$ cat config.mk
export PLATFORM = sky130hd
export DESIGN_NAME = vga_sync_sink_core_flat
export DESIGN_NICKNAME = d
export VERILOG_FILES = /design/src/rtl/vga_sync_sink_core_if.sv /design/src/rtl/vga_sync_sink_core.sv /design/src/flat_wrapper.sv
export SDC_FILE = /design/constraint.sdc
export NUM_CORES = 1
export LEC_CHECK = 0
export ABC_AREA = 1
export BUFFER_PORTS_ARGS = -buffer_cell sky130_fd_sc_hd__buf_2
export CORE_UTILIZATION = 35
export CTS_BUF_LIST = sky130_fd_sc_hd__clkbuf_8
export CTS_CLUSTER_SIZE = 40
export DETAILED_ROUTE_END_ITERATION = 10
export PLACE_DENSITY_LB_ADDON = 0.05
export REMOVE_ABC_BUFFERS = 1
export SLEW_MARGIN = 20
export SYNTH_ARGS = -nofsm -noshare
export SYNTH_HDL_FRONTEND = slang
export SYNTH_SLANG_ARGS = --single-unit
$ cat constraint.sdc
create_clock -name clk -period 1.9 [get_ports clk]
set_clock_uncertainty 0.1 [all_clocks]
set_input_delay 0.285 -clock clk [delete_from_list [all_inputs] [get_ports clk]]
set_output_delay 0.285 -clock clk [all_outputs]
set_load 0.01 [all_outputs]
$ cat src/rtl/vga_sync_sink_core_if.sv
// Slot bus between a host processor and the VGA sync sink core.
//   cs      : slot select
//   write   : write strobe (effective only together with cs)
//   read    : read strobe (reads have no side effects)
//   addr    : word address, only addr[1:0] is decoded by the core
//   wr_data : write data
//   rd_data : read data, combinational from addr[1:0]
interface vga_sync_sink_core_if;
    logic        cs;
    logic        write;
    logic        read;
    logic [13:0] addr;
    logic [31:0] wr_data;
    logic [31:0] rd_data;

    modport master (
        output cs, write, read, addr, wr_data,
        input  rd_data
    );

    modport slave (
        input  cs, write, read, addr, wr_data,
        output rd_data
    );
endinterface

$ cat src/rtl/vga_sync_sink_core.sv
// VGA 640x480 sync generator and pixel sink at the end of a video stream chain.
// Produces the frame counters x/y that feed the upstream chain, then re-times
// the sync and blanking decode by DLY clk cycles so they line up with the
// pixel (si_rgb) returned by the last core in the chain.
//   clk         : sole clock, rising edge
//   reset       : synchronous, active-low
//   slot        : slot bus (enable register, frame counter, y, vblank)
//   x, y        : current frame position
//   si_rgb      : final stream pixel from the chain
//   hsync/vsync : active-low syncs, registered
//   rgb         : pixel to the DAC, registered
//   frame_start : one-clk pulse at the first pixel tick of a frame
module vga_sync_sink_core #(
    parameter int unsigned CD  = 4,
    parameter int unsigned DLY = 2
) (
    input  logic                  clk,
    input  logic                  reset,
    vga_sync_sink_core_if.slave   slot,
    output logic [10:0]           x,
    output logic [10:0]           y,
    input  logic [11:0]           si_rgb,
    output logic                  hsync,
    output logic                  vsync,
    output logic [11:0]           rgb,
    output logic                  frame_start
);
    localparam logic [3:0] DIV_LAST = 4'(CD - 1);

    logic [3:0]  div;
    logic        pixel_tick;
    logic [15:0] frame_cnt;
    logic        en_reg;
    logic        h_sync_n;
    logic        v_sync_n;
    logic        video_on;
    logic        h_d;
    logic        v_d;
    logic        vid_d;
    logic        wr_en;
    logic        wr_ctrl;
    logic        wr_clr;
    logic        vblank;
    logic        unused_ok;

    // ---------------- pixel tick divider ----------------
    assign pixel_tick = (div == DIV_LAST);

    always_ff @(posedge clk) begin
        if (!reset) begin
            div <= '0;
        end else if (pixel_tick) begin
            div <= '0;
        end else begin
            div <= div + 4'd1;
        end
    end

    // ---------------- frame counters ----------------
    always_ff @(posedge clk) begin
        if (!reset) begin
            x <= '0;
            y <= '0;
        end else if (pixel_tick) begin
            if (x == 11'd799) begin
                x <= '0;
                y <= (y == 11'd524) ? '0 : y + 11'd1;
            end else begin
                x <= x + 11'd1;
            end
        end
    end

    assign frame_start = pixel_tick && (x == '0) && (y == '0);

    // ---------------- slot registers ----------------
    assign wr_en   = slot.cs && slot.write;
    assign wr_ctrl = wr_en && (slot.addr[1:0] == 2'd0);
    assign wr_clr  = wr_en && (slot.addr[1:0] == 2'd1);

    always_ff @(posedge clk) begin
        if (!reset) begin
            en_reg <= 1'b1;
        end else if (wr_ctrl) begin
            en_reg <= slot.wr_data[0];
        end
    end

    // Clear has priority over a coincident frame_start increment.
    always_ff @(posedge clk) begin
        if (!reset) begin
            frame_cnt <= '0;
        end else if (wr_clr) begin
            frame_cnt <= '0;
        end else if (frame_start) begin
            frame_cnt <= frame_cnt + 16'd1;
        end
    end

    assign vblank = (y >= 11'd480);

    always_comb begin
        slot.rd_data = '0;
        case (slot.addr[1:0])
            2'd0: slot.rd_data = {31'b0, en_reg};
            2'd1: slot.rd_data = {16'b0, frame_cnt};
            2'd2: slot.rd_data = {21'b0, y};
            2'd3: slot.rd_data = {31'b0, vblank};
        endcase
    end

    // ---------------- timing decode ----------------
    assign h_sync_n = !((x >= 11'd656) && (x <= 11'd751));
    assign v_sync_n = !((y >= 11'd490) && (y <= 11'd491));
    assign video_on = (x < 11'd640) && (y < 11'd480);

    // ---------------- chain-latency alignment ----------------
    generate
        if (DLY == 0) begin : g_nodly
            assign h_d   = h_sync_n;
            assign v_d   = v_sync_n;
            assign vid_d = video_on;
        end else begin : g_dly
            logic [DLY-1:0] h_sr;
            logic [DLY-1:0] v_sr;
            logic [DLY-1:0] vid_sr;

            always_ff @(posedge clk) begin
                if (!reset) begin
                    h_sr   <= '1;
                    v_sr   <= '1;
                    vid_sr <= '0;
                end else begin
                    h_sr[0]   <= h_sync_n;
                    v_sr[0]   <= v_sync_n;
                    vid_sr[0] <= video_on;
                    for (int unsigned i = 1; i < DLY; i++) begin
                        h_sr[i]   <= h_sr[i-1];
                        v_sr[i]   <= v_sr[i-1];
                        vid_sr[i] <= vid_sr[i-1];
                    end
                end
            end

            assign h_d   = h_sr[DLY-1];
            assign v_d   = v_sr[DLY-1];
            assign vid_d = vid_sr[DLY-1];
        end
    endgenerate

    // ---------------- output registers ----------------
    always_ff @(posedge clk) begin
        if (!reset) begin
            hsync <= 1'b1;
            vsync <= 1'b1;
            rgb   <= '0;
        end else begin
            hsync <= h_d;
            vsync <= v_d;
            rgb   <= (vid_d && en_reg) ? si_rgb : '0;
        end
    end

    // Undecoded slot bits and the side-effect-free read strobe.
    assign unused_ok = &{1'b0, slot.read, slot.addr[13:2], slot.wr_data[31:1]};
endmodule

$ cat src/flat_wrapper.sv
// flat-port wrapper written by rule: the top's interface ports become plain ports
module vga_sync_sink_core_flat 
#(
    parameter int unsigned CD  = 4,
    parameter int unsigned DLY = 2
)
  (clk, reset, x, y, si_rgb, hsync, vsync, rgb, frame_start, slot_cs, slot_write, slot_read, slot_addr, slot_wr_data, slot_rd_data);
  vga_sync_sink_core_if slot_i ();
  input  logic clk;
  input  logic reset;
  output logic [10:0] x;
  output logic [10:0] y;
  input  logic [11:0] si_rgb;
  output logic hsync;
  output logic vsync;
  output logic [11:0] rgb;
  output logic frame_start;
  input wire logic [$bits(slot_i.cs)-1:0] slot_cs;
  input wire logic [$bits(slot_i.write)-1:0] slot_write;
  input wire logic [$bits(slot_i.read)-1:0] slot_read;
  input wire logic [$bits(slot_i.addr)-1:0] slot_addr;
  input wire logic [$bits(slot_i.wr_data)-1:0] slot_wr_data;
  output wire logic [$bits(slot_i.rd_data)-1:0] slot_rd_data;
  assign slot_i.cs = slot_cs;
  assign slot_i.write = slot_write;
  assign slot_i.read = slot_read;
  assign slot_i.addr = slot_addr;
  assign slot_i.wr_data = slot_wr_data;
  assign slot_rd_data = slot_i.rd_data;
  vga_sync_sink_core #(.CD(CD), .DLY(DLY)) u_core (.clk(clk), .reset(reset), .slot(slot_i), .x(x), .y(y), .si_rgb(si_rgb), .hsync(hsync), .vsync(vsync), .rgb(rgb), .frame_start(frame_start));
endmodule
==> flow_metrics.env, run 1 <==
export IMPL_status="completed"
export IMPL_tritoncts_clock_tree="built"
export IMPL_timing_final_max_slew_violations=0
export IMPL_setup_repair_after_global_routing_missed_its_margin="true"
export IMPL_r2r_end="u_core.y[9]"
export IMPL_syn_area_um2=3510
export IMPL_r2r_start="u_core.x[0]"
export IMPL_synthArstFlopShare_pct=0
export IMPL_setup_viol=0
export IMPL_ys_seq_area_share_pct=35.9
export IMPL_largest_registers="u_core.frame_cnt x16, u_core.rgb x12"
export IMPL_groute_usage_overall_pct=19.5
export IMPL_cp_end_kind="output pin"
export IMPL_htree_num_levels=3
export IMPL_timing_critical_path_mode_cell="nor2_4"
export IMPL_synth_seq_cells=63
export IMPL_post_synth_cell_area_avg_um2=6.75
export IMPL_floorplan_rows=36
export IMPL_pnr_total_power_mw=2.66
export IMPL_multiInputGateArea_um2=1970
export IMPL_r2r_slack_ps=150
export IMPL_wire_length_of_the_first_global_routing_pass_um=15800
export IMPL_postSynth_topFlopCell="dfxtp_1"
export IMPL_power_density_nw_per_um2=603
export IMPL_clock_sinks=63
export IMPL_synth_most_common_cell="nand2_1"
export IMPL_postCtsHoldBufs=0
export IMPL_route_detailed_drc=0
export IMPL_clock_tree_buffer_depth=2
export IMPL_max_clock_freq_mhz=542
export IMPL_core_um2=9730
export IMPL_detail_placement_hpwl_um=7390
export IMPL_finalNetCount=691
export IMPL_hold_path_end="u_core.rgb[2]"
export IMPL_number_of_iterations_in_the_first_detailed_routing_pass=4
export IMPL_post_route_util_pct=45.4
export IMPL_vdd_ir_drop_worst_uv=405
export IMPL_initial_antenna_violation_count=0
export IMPL_hold_path_class="in -> reg"
export IMPL_num_io_pins=132
export IMPL_pin_count_of_the_biggest_net_entering_global_routing=15
export IMPL_postSynthCellCount=520
export IMPL_synth_warnings=0
export IMPL_dieWidth_um=102
export IMPL_synth_area_leader_cell="dfxtp_1"
export IMPL_cpPeakStageDelay_ps=380
export IMPL_globalRouteOverflowTotal=0
export IMPL_max_cap_viol_count=0
export IMPL_cts_root_buffer="clkbuf_8"
export IMPL_synth_edff_count=0
export IMPL_routed_wire_length_per_instance_um=12.9
export IMPL_die_area_um2=10400
export IMPL_max_flop_register="u_core.frame_cnt"
export IMPL_io_buffer_count=71
export IMPL_total_leakage_power_nw=2.00
export IMPL_finalCritPeriodShare_pct=97.0
export IMPL_fillCellCount=1088
export IMPL_area_growth_synth_to_final_pct=25.9
export IMPL_layout_drive_gt1_share_pct=29.7
export IMPL_r2r_worst_path_cells=9
export IMPL_min_period_ps=1840
export IMPL_synth_largest_type_area_fraction_pct=35.9
export IMPL_holdPathStages=3
export IMPL_placed_cells_incl_taps=734
export IMPL_antennaDiodeCount=0
export IMPL_critical_path_arrival_ps=1460
export IMPL_post_synth_num_cell_types=38
export IMPL_non_filler_cells_final=760
export IMPL_regArea_um2=1280
export IMPL_crit_fanout=6
export IMPL_cp_start_kind="register"
export IMPL_clk_transition_reported_paths_ps=80
export IMPL_largest_register_ffs=16
export IMPL_crit_path_cell_trace="nor2_2 -> nand2_1 -> nor2_4 -> nand2_2 -> nor2_4 -> buf_6"
export IMPL_crit_required_ps=1510
export IMPL_die_ht_um=102
export IMPL_detail_route_vias_per_cell=4.55
export IMPL_ys_top_cells_by_count="nand2_1, nor2_1, inv_1"
export IMPL_detail_route_iter0_violations=105
export IMPL_final_antenna_net_count=0
export IMPL_timing_worst_setup_path_type="reg -> out"
export IMPL_hold_start="si_rgb[2]"
export IMPL_timing_hold_violations_final=0
export IMPL_worst_skew_pair_late_latency_ps=340
export IMPL_route_vias_total=3460
export IMPL_route_final_wire_length_um=9780
export IMPL_critical_path_slowest_cell="dfxtp_1"
export IMPL_synth_top_cells_by_area="dfxtp_1, nand2_1, nor2_1"
export IMPL_cts_inserted_buffers=9
export IMPL_start_util_pct=36.1
export IMPL_grt_pass1_vias=3272
export IMPL_gp_congestion=0.822
## cells by family (layout without fill, tap and decap cells)
group                      count (synthesis)  in the layout  share of synthesized area (%)
AOI/OAI and AO/OA                         51             51                           8.02
xor gates and xnor gates                   5              5                           1.25
adders and majority gates                  6              6                           2.14
buffers and inverters                     94            186                           12.2
DFF                                       63             63                           35.9
other                                      1             16                          0.107
and+or+nand+nor                          300            300                           40.3
## power breakdown
part	internal (mW)	switching (mW)	total (mW)	leakage [nW]
combinational	0.0897	0.144	0.234	1.39
clock	0.484	0.590	1.07	0.0904
sequential	1.34	0.0138	1.35	0.515
total	1.92	0.748	2.66	2.00
## metal layers
layer  vias up  GRT usage [%]  share of wire (%)
met3        10           3.90                5.0
met4         0           5.16                1.2
met2        93           32.2                 45
met1      1536           25.9                 49
li1       1821              -                  -
met5         -              0                  0
## metrics by stage
stage | worst slack (ps) | setup TNS [ps] | cell area [µm²] | hold WS (ps)
detailed placement | 188 | 0 | 4050 | 300
floorplan | 326 | 0 | 3410 | 269
CTS | -43.2 | -43.2 | 4310 | 33.6
finish | 56.4 | 0 | 4420 | 46.6
global placement | 201 | 0 | 4050 | 294
global route | -32.7 | -32.7 | 4420 | 28.4
## how the worst max path moves through the flow
stage | startpoint | cells after the start | to | slack [ps]
after floorplan | u_core.x[0] | 8 | u_core.y[9] | 330
after global placement | u_core.x[0] | 8 | u_core.y[2] | 200
after detailed placement | u_core.x[0] | 8 | u_core.y[2] | 190
after CTS | u_core.y[0] | 9 | frame_start | -40
after global routing | u_core.y[2] | 6 | frame_start | -30
final | u_core.y[2] | 6 | frame_start | 60
## layout by cell type, fill, tap and decap left out, types with 3 or more instances in the layout
master	count
nor3_2	4
inv_1	59
or2_2	5
nor2_4	9
nor3_1	9
ha_4	3
inv_2	14
nor2_2	11
xor2_1	5
o21ai_1	3
nor2_1	85
conb_1	16
nand2_2	7
nand3_4	4
a21oi_1	18
clkbuf_8	9
nand4_1	13
inv_6	3
buf_4	26
nand3_1	37
nand2_1	109
dfxtp_2	9
buf_2	70
o21ai_0	20
ha_1	3
dfxtp_1	53
## worst max-delay path: cells and delay by family, from the launching register on
family,cells,cell delay [ps]
AND/OR/NAND/NOR,5,610
buffers and inverters,1,110
flip-flops,1,380
## cell type report
type,instances,area share [%]
Inverter,73,6.20
Timing Repair Buffer,97,12.6
Tap cell,133,3.77
Clock inverter,7,1.19
Clock buffer,9,2.80
Multi-Input combinational cell,378,44.6
Sequential cell,63,28.9
## timing repair
item                                    CTS  global route
resized for setup                         9            30
cloned                                    0             0
pin swaps                                 3             8
endpoints found under the hold margin     0             0
endpoints found under the setup margin    2            10
setup buffers                             7             3
No activity file was read; power rests on OpenSTA's default activity.
==> run 2: changes to the inputs <==
--- a/config.mk
+++ b/config.mk
@@ -5,7 +5,6 @@
 export SDC_FILE = /design/constraint.sdc
 export NUM_CORES = 1
 export LEC_CHECK = 0
-export ABC_AREA = 1
 export BUFFER_PORTS_ARGS = -buffer_cell sky130_fd_sc_hd__buf_2
 export CORE_UTILIZATION = 35
 export CTS_BUF_LIST = sky130_fd_sc_hd__clkbuf_8
==> run 2 against run 1 <==
Against the previous run:
- the run now ends with negative setup slack left
- die area is 9.0% lower
- synthesized cell count is 31% lower
- critical path depth is 1 lower
- worst hold slack worse by 11 ps
- via count is 8.9% lower
- cell count is 20% lower
- clock power is 22% higher
- power is 10% higher
- fmax is 9.0% lower
- non-clock buffer count is 54 higher
- sequential share of layout area is 1.1 points lower
- sequential cell count stayed put
- critical endpoint is now slot_rd_data[0]
- largest power group unchanged
- highest routed layer unchanged
==> flow_metrics.env, run 2 <==
export IMPL_die_ht_um=97.4
export IMPL_htree_num_levels=3
export IMPL_detail_route_iter0_violations=100
export IMPL_post_synth_num_cell_types=50
export IMPL_cp_end_kind="output pin"
export IMPL_synth_seq_cells=63
export IMPL_cpPeakStageDelay_ps=500
export IMPL_layout_drive_gt1_share_pct=43.7
export IMPL_number_of_iterations_in_the_first_detailed_routing_pass=4
export IMPL_timing_setup_tns_ps=-1050
export IMPL_min_period_ps=2020
export IMPL_dieWidth_um=97.4
export IMPL_finalCritPeriodShare_pct=107
export IMPL_grt_pass1_vias=3053
export IMPL_cp_start_kind="register"
export IMPL_tritoncts_clock_tree="built"
export IMPL_largest_register_ffs=16
export IMPL_ys_top_cells_by_count="dfxtp_1, a21oi_1, nand2_1, nand3_1, and2_1"
export IMPL_io_buffer_count=71
export IMPL_post_synth_cell_area_avg_um2=8.86
export IMPL_synth_largest_type_area_fraction_pct=39.6
export IMPL_synth_warnings=0
export IMPL_regArea_um2=1270
export IMPL_syn_area_um2=3190
export IMPL_post_place_setup_slack_ps=-99.3
export IMPL_wire_length_of_the_first_global_routing_pass_um=14800
export IMPL_ys_seq_area_share_pct=39.6
export IMPL_core_um2=8760
export IMPL_synth_edff_count=0
export IMPL_crit_path_cell_trace="buf_6 -> nand4_1 -> nand2_2 -> mux4_2 -> buf_6"
export IMPL_area_growth_synth_to_final_pct=43.8
export IMPL_cts_inserted_buffers=9
export IMPL_antennaDiodeCount=0
export IMPL_die_area_um2=9490
export IMPL_pin_count_of_the_biggest_net_entering_global_routing=17
export IMPL_worst_path_buf_inv=2
export IMPL_finalNetCount=567
export IMPL_setup_repair_after_global_routing_missed_its_margin="true"
export IMPL_synth_area_leader_cell="dfxtp_1"
export IMPL_timing_worst_setup_path_type="reg -> out"
export IMPL_total_leakage_power_nw=1.97
export IMPL_route_final_wire_length_um=9070
export IMPL_power_density_nw_per_um2=640
export IMPL_vdd_ir_drop_worst_uv=474
export IMPL_hold_path_class="in -> reg"
export IMPL_crit_required_ps=1510
export IMPL_num_io_pins=132
export IMPL_postSynthCellCount=360
export IMPL_status="finished with violations"
export IMPL_detail_route_vias_per_cell=5.16
export IMPL_critical_path_arrival_ps=1640
export IMPL_route_vias_total=3151
export IMPL_post_route_util_pct=52.3
export IMPL_max_cap_viol_count=0
export IMPL_clk_transition_reported_paths_ps=70
export IMPL_final_cell_mix="buf_2, buf_4, dfxtp_1"
export IMPL_setup_ws_ps=-125
export IMPL_max_clock_freq_mhz=494
export IMPL_critical_path_slowest_cell="mux4_2"
export IMPL_final_area_um2=4580
export IMPL_routed_wire_length_per_instance_um=14.8
export IMPL_gp_congestion=0.772
export IMPL_multiInputGateArea_um2=1880
export IMPL_globalRouteOverflowTotal=0
export IMPL_clock_tree_buffer_depth=2
export IMPL_final_common_cell="buf_2"
export IMPL_dpl_cell_area_um2=3940
export IMPL_start_util_pct=36.4
export IMPL_final_antenna_net_count=0
export IMPL_timing_hold_violations_final=0
export IMPL_worst_skew_pair_late_latency_ps=340
export IMPL_cts_root_buffer="clkbuf_8"
export IMPL_route_detailed_drc=0
export IMPL_synth_top_cells_by_area="dfxtp_1, o31ai_1, or4_1"
export IMPL_max_flop_register="u_core.frame_cnt"
export IMPL_synthArstFlopShare_pct=0
export IMPL_crit_fanout=2
export IMPL_setup_viol=14
export IMPL_floorplan_rows=34
export IMPL_detail_placement_hpwl_um=6200
export IMPL_initial_antenna_violation_count=0
export IMPL_fillCellCount=883
export IMPL_timing_critical_path_mode_cell="buf_6"
export IMPL_path_delay_family="multiplexers"
export IMPL_failed_checks="negative setup slack"
export IMPL_largest_registers="u_core.frame_cnt x16, u_core.rgb x12"
export IMPL_postSynth_topFlopCell="dfxtp_1"
export IMPL_clock_sinks=63
export IMPL_groute_usage_overall_pct=19.4
export IMPL_synth_most_common_cell="dfxtp_1"
export IMPL_timing_final_max_slew_violations=0
export IMPL_worst_hold_slack_ps=36.1
[run 2: cell count changes after synthesis, sizes merged, moves of 7 or more]
cell    change
o31ai      +17
clkbuf     +15
a22o       +10
o21ai      -17
nand2      -95
and2       +21
or4        +18
xnor2       +7
nand3      -20
inv        -64
nor2       -93
[run 2: report_power, final]
group | internal [mW] | switching [mW] | total (mW)
Sequential | 1.34 | 0.0166 | 1.36
Clock | 0.770 | 0.542 | 1.31
Combinational | 0.128 | 0.135 | 0.263
[run 2: final cells by class]
class	instances	area share, %
clock buffers	10	3.00
clock inverters	6	1.83
inverters	9	0.737
multi-input cells	264	40.9
flip-flops and latches	63	27.8
well taps	108	2.95
repair buffers	151	22.8
[run 2: cell families after synthesis]
kind of cell / share of synthesized area, %
buf+inv: 8.20
fa+ha+maj: 2.35
other cells: 0.118
compound gates: 13.5
flops: 39.6
xor+xnor: 2.47
mux: 2.00
simple gates: 31.8
[run 2: final timing paths]
| kind | startpoint | end | slack (ps) | depth (start not counted) |
|---|---|---|---|---|
| worst min-delay path | si_rgb[7] | u_core.rgb[7] | 40 | 2 |
| worst max-delay path | u_core.y[5] | slot_rd_data[0] | -120 | 5 |
| worst max register to register | u_core.y[7] | u_core.frame_cnt[5] | -120 | 6 |
| worst min register to register | u_core.g_dly.h_sr[0] | u_core.g_dly.h_sr[1] | 310 | 1 |
[run 2: timing repair]
| action | in CTS | in global routing |
|---|---|---|
| hold buffers | 0 | 0 |
| buffers inserted | 16 | 6 |
| pin swaps | 28 | 15 |
| setup endpoints to repair | 30 | 28 |
| resized for setup | 25 | 37 |
| gates cloned | 2 | 1 |
[run 2: stage by stage]
stage	total power [mW]	instances
3_5_place_dp	1.61	573
5_1_grt	3.06	611
2_1_floorplan	1.49	336
3_3_place_gp	1.61	573
6_report	2.93	611
4_1_cts	2.96	606
[run 2: per-layer routing]
layer  up-vias  track usage, %  wire length [µm]
met1      1508            24.1              4210
li1       1567               -                 -
met5         -               0                 0
met3         7            5.11               373
met2        69            33.4              4420
met4         0            4.75                68
